$ cat src/rtl/regfile_multiport.sv
`default_nettype none
// ============================================================================
// Module   : regfile_multiport
// Purpose  : Multi-read-port register file with an init sweep after reset,
//            write-to-read forwarding, pending-result scoreboard, debug read.
// Revision : 1.0 - initial release
// ============================================================================
module regfile_multiport #(
    parameter int                    DATA_WIDTH = 32,
    parameter int                    ADDR_WIDTH = 5,
    parameter int                    NUM_READ   = 2,
    parameter int                    BYPASS     = 1,
    parameter int                    SP_INDEX   = 2,
    parameter logic [DATA_WIDTH-1:0] SP_INIT    = 32'h1000_3FFC
) (
    input  logic                           iCLK,
    input  logic                           iRST_N,
    input  logic                           iWriteEn,
    input  logic [ADDR_WIDTH-1:0]          iWriteAddr,
    input  logic [DATA_WIDTH-1:0]          iWriteData,
    input  logic                           iReserve,
    input  logic [ADDR_WIDTH-1:0]          iReserveAddr,
    input  logic [NUM_READ*ADDR_WIDTH-1:0] iReadAddr,
    output logic [NUM_READ*DATA_WIDTH-1:0] oReadData,
    output logic [NUM_READ-1:0]            oReadBusy,
    input  logic [ADDR_WIDTH-1:0]          iDispSelect,
    output logic [DATA_WIDTH-1:0]          oDisp,
    output logic                           oReady
);

    localparam int                    c_depth   = 2**ADDR_WIDTH;
    localparam logic [ADDR_WIDTH-1:0] c_last    = '1;
    localparam logic [ADDR_WIDTH-1:0] c_sp_addr = ADDR_WIDTH'(SP_INDEX);

    typedef enum logic [0:0] {
        ST_INIT = 1'b0,
        ST_RUN  = 1'b1
    } state_t;

    state_t                r_state;
    logic [ADDR_WIDTH-1:0] r_cnt;
    logic                  r_ready;
    logic [DATA_WIDTH-1:0] r_disp;
    logic [c_depth-1:0]    r_pend;
    logic [DATA_WIDTH-1:0] r_mem [c_depth];

    logic w_run;
    logic w_wr_valid;
    logic w_rsv_valid;

    assign w_run       = (r_state == ST_RUN);
    assign w_wr_valid  = w_run && iWriteEn && (iWriteAddr != '0);
    assign w_rsv_valid = w_run && iReserve && (iReserveAddr != '0);

    always_ff @(posedge iCLK) begin
        if (!iRST_N) begin
            r_state <= ST_INIT;
            r_cnt   <= '0;
            r_ready <= 1'b0;
            r_disp  <= '0;
            r_pend  <= '0;
        end else begin
            case (r_state)
                ST_INIT: begin
                    r_cnt  <= r_cnt + 1'b1;
                    r_disp <= '0;
                    r_pend <= '0;
                    if (r_cnt == c_last) begin
                        r_state <= ST_RUN;
                        r_ready <= 1'b1;
                    end
                end
                ST_RUN: begin
                    r_disp <= r_mem[iDispSelect];
                    if (w_wr_valid)
                        r_pend[iWriteAddr] <= 1'b0;
                    // Reserve is applied last so it wins over a same-index write
                    if (w_rsv_valid)
                        r_pend[iReserveAddr] <= 1'b1;
                end
                default: r_state <= ST_INIT;
            endcase
        end
    end

    // Storage is not cleared by reset; the sweep that follows rewrites it
    always_ff @(posedge iCLK) begin
        if (iRST_N) begin
            if (r_state == ST_INIT)
                r_mem[r_cnt] <= (r_cnt == c_sp_addr) ? SP_INIT : '0;
            else if (w_wr_valid)
                r_mem[iWriteAddr] <= iWriteData;
        end
    end

    for (genvar p = 0; p < NUM_READ; p++) begin : g_rd
        logic [ADDR_WIDTH-1:0] w_addr;
        logic                  w_fwd;

        assign w_addr = iReadAddr[p*ADDR_WIDTH +: ADDR_WIDTH];
        assign w_fwd  = (BYPASS != 0) && w_wr_valid && (iWriteAddr == w_addr);

        assign oReadData[p*DATA_WIDTH +: DATA_WIDTH] =
            (!w_run || (w_addr == '0)) ? '0 :
            w_fwd                      ? iWriteData :
                                         r_mem[w_addr];
        assign oReadBusy[p] = w_run && (w_addr != '0) && !w_fwd && r_pend[w_addr];
    end

    assign oReady = r_ready;
    assign oDisp  = r_disp;

endmodule
`default_nettype wire

$ cat config.mk
export PLATFORM = sky130hd
export DESIGN_NAME = regfile_multiport
export DESIGN_NICKNAME = d
export VERILOG_FILES = /design/src/rtl/regfile_multiport.sv
export SDC_FILE = /design/constraint.sdc
export NUM_CORES = 2
export LEC_CHECK = 0
export BUFFER_PORTS_ARGS = -buffer_cell sky130_fd_sc_hd__buf_2
export CORE_MARGIN = 10
export CORE_UTILIZATION = 35
export DETAILED_ROUTE_END_ITERATION = 8
export HOLD_SLACK_MARGIN = 0.06
export PLACE_DENSITY_LB_ADDON = 0.1
export RECOVER_POWER = 25
export SYNTH_ARGS = -nofsm -noshare
export SYNTH_HDL_FRONTEND = slang
export SYNTH_SLANG_ARGS = --single-unit
$ cat constraint.sdc
create_clock -name iCLK -period 3.6 [get_ports iCLK]
set_input_delay 0.18 -clock iCLK [delete_from_list [all_inputs] [get_ports iCLK]]
set_output_delay 0.18 -clock iCLK [all_outputs]
set_load 0.05 [all_outputs]
==> impl_metrics.tcl <==
set metrics [dict create \
    status "finished with violations" \
    failed_checks "max-capacitance violations, max-slew violations" \
    drc 0 \
    initial_core_util_pct 35.2 \
    clockBufferDepth 3 \
    port_buffers 159 \
    synth-xor-area-share_pct 0.191 \
    max-slew-margin-rel_pct -11.1 \
    setup_tns_ps 0 \
    synth.top_cell.area_share_pct 51.6 \
    p_leak_nw 22.3 \
    ioPinCount 160 \
    hpwl_mm 139 \
    die-area_mm2 0.187 \
    syn2layout_area_growth_pct 17.5 \
    synthTopCellsByArea "edfxtp_1 (52%), mux4_2 (26%), mux2i_1 (7.1%)" \
    numClockSinks 1095 \
    p_switching_mw 7.62 \
    pwr-share-seq_pct 45.1 \
    vdd_drop_max_mv 0.486 \
    synth_edf_count 1024 \
    report.final.slew_viol_count 31 \
    core_area_mm2 0.169 \
    rsz0062_at_grt "false" \
    crit_fanout 15 \
    regArea_mm2 0.0322 \
    wl_mm 234 \
    yosysMostFrequentCell "edfxtp_1" \
    critical_path_arrival_ps 3290 \
    fin_ws_ps 134 \
    path_cells "dlygate4sd3_1 > buf_2 > nor2_1 > and3_1 > or2_1 > nor4_4 > or2_4 > buf_4 > o21ai_0 > buf_2" \
    syn_nets 3624 \
    cap_violations 1 \
    slowest_delay_ps 560 \
    power_frac_comb_pct 10.5 \
    post-route-period-util_pct 96.3 \
    overflow 0 \
    worst-r2r-setup-slack_ps 250 \
    slowest_stage "dlygate4sd3_1" \
    min_from "iWriteData[8]" \
    r2r-start "r_state" \
    synthArstFlopShare_pct 0 \
    synth-adder-area-share_pct 0.0630 \
    fmax_mhz 289 \
    yosysWarnings 0 \
    syn_area_mm2 0.0595 \
    cp.required_ps 3420 \
    rows 151 \
    path_class "input port to output pin" \
    p_clk_share_pct 44.5 \
    switching_share_pct 24.5 \
    die_w_um 432 \
    skew_ps 36.5 \
    synthMuxAreaShare_pct 32.8 \
    n_antenna_cell 0 \
    ant_nets 0 \
    synth_top_family_by_area "multiplexers" \
    start_kind "input port" \
    wl_per_cell_um 37.9 \
    setup_viol_count_final 0 \
    endpoint_kind "output pin" \
    chipHeight_um 432 \
    grt_pass1_wl_mm 326 \
    yosys.area_share.simple_pct 2.59 \
    clk_latency_ps 800 \
    drt_iter0_drc 4494 \
    worst_pin_slew_ps 1660 \
    synth-compound-area-share_pct 7.53 \
    synthDistinctLibCells 54 \
    period_needed_ps 3470 \
    nNetsFinal 3931 \
    yosysTopAreaCell "edfxtp_1" \
    cts_buffers 135 \
    num_vias 39600 \
    clockRootBuffer "clkbuf_16" \
    synth.avg_cell_area_um2 16.7 \
    drive_above_1_share_pct 34.1 \
    synthCells 3560 \
    multi_input_area_mm2 0.0261 \
    hold_violations 0 \
    ys_seq_elements 1095 \
    crit_start "iWriteAddr[2]" \
    p_total_mw 31.1 \
    place_congestion 0.812 \
    hp-class "input port to register" \
    firstDrtPassIters 6 \
    grt_max_degree 66 \
    antenna_found_initial 4 \
    via_per_inst 6.39 \
    p_int_mw 23.5 \
    synth_common_cells "edfxtp_1 (1,024), mux4_2 (679), mux2i_1 (420)" \
    cts.clk_slew.worst_paths_ps 60 \
    htree_levels 4 \
    pre_cts_slack_ps 252 \
    cts_tree "yes" \
    p_per_area_mw_per_mm2 444 \
    fillCellCount 15200 \
    cp_common_cell "buf_2" \
    grt_use_total_pct 24.7 \
    synthFlopType "edfxtp_1" \
    synth-seq-area-share_pct 54.0 \
    grt_pass1_vias 39400 \
]
registers in the layout (all words and copies together) (netlist names):
| name | cells |
|---|---|
| oReady | 1 |
| r_pend | 32 |
| r_cnt | 5 |
| r_mem | 1024 |
| r_state | 1 |
| oDisp | 32 |
cells by family after synthesis:
logic type | after synthesis
AOI/OAI and AO/OA | 661
xor gates and xnor gates | 13
adders and majority gates | 3
buffers and inverters | 335
DFF | 1095
muxes | 1104
and+or+nand+nor | 349
layer usage:
| layer | up-vias | wire length (um) | GRT usage [%] |
|---|---|---|---|
| met5 | - | 0 | 0 |
| met1 | 21400 | 97400 | 33.5 |
| met3 | 353 | 15500 | 3.69 |
| met4 | 0 | 8170 | 8.40 |
| li1 | 15900 | - | - |
| met2 | 1848 | 113000 | 40.6 |
cells in the final DEF (no fill, tap or decap), types with 6 or more instances in the layout:
master and n:
a21o_1 13, a21oi_1 77, a221oi_1 151, a22oi_1 112
a32oi_1 18, and2_0 8, and2_1 11, buf_12 83
buf_2 110, buf_4 194, bufinv_16 14, clkbuf_1 56
clkbuf_16 140, clkbuf_2 18, clkinv_1 28, clkinv_2 24
dfxtp_1 71, dlygate4sd3_1 44, edfxtp_1 1024, inv_6 9
mux2i_1 420, mux4_2 679, nand2_1 107, nand3_1 8
nor2_1 117, nor2_4 34, nor2b_1 12, nor3_1 19
o211ai_1 56, o21ai_0 198, o221ai_1 12, o22ai_1 6
xnor2_1 7, xor2_1 6
cell type report:
| cell class | instances | area share (%) |
|---|---|---|
| clock inverters | 83 | 1.16 |
| clock buffers | 162 | 5.17 |
| well taps | 2218 | 3.97 |
| multi-input cells | 2130 | 37.3 |
| flip-flops and latches | 1095 | 46.0 |
| repair buffers | 498 | 6.42 |
| inverters | 7 | 0.0411 |
power by group through the flow:
| stage | Sequential [mW] | Clock [mW] | Combinational (mW) |
|---|---|---|---|
| detailed placement | 14.3 | 0 | 3.22 |
| CTS | 14.0 | 14.1 | 3.25 |
| global route | 14.0 | 14.6 | 3.41 |
| global placement | 14.3 | 0 | 3.23 |
| finish | 14.0 | 13.8 | 3.25 |
| floorplan | 14.3 | 0 | 1.96 |
path summary, 6_finish.rpt:
path	cells past startpoint	endpoint
setup / recovery	10	oReadData[10]
hold / removal	3	r_mem[5][8]
setup reg to reg	7	r_mem[0][14]
hold reg to reg	2	oReady
critical path: cells and delay by family:
| kind | cells | cell delay, ps |
|---|---|---|
| AOI/OAI and AO/OA | 1 | 160 |
| buffers and inverters | 4 | 1420 |
| and+or+nand+nor | 5 | 1480 |
per-stage QoR:
| stage | util (%) | instance area, um^2 | cells | hold WS (ps) |
|---|---|---|---|---|
| after detailed placement | 38.5 | 65200 | 5903 | 459 |
| after CTS | 41.4 | 70100 | 6193 | 63.5 |
| after global routing | 41.3 | 70000 | 6193 | 113 |
| after floorplan | - | 59500 | 3560 | 339 |
| final | 41.3 | 70000 | 6193 | 132 |
| after global placement | 38.5 | 65200 | 5903 | 465 |
repair_timing:
action | 4_1_cts | 5_1_grt
buffers inserted | 1 | 0
setup endpoints to repair | 17 | 2
pin swaps | 1 | 1
resized for setup | 4 | 2
hold endpoints to repair | 662 | 0
hold buffers | 44 | 0
Power figures use the tool's default switching activity.
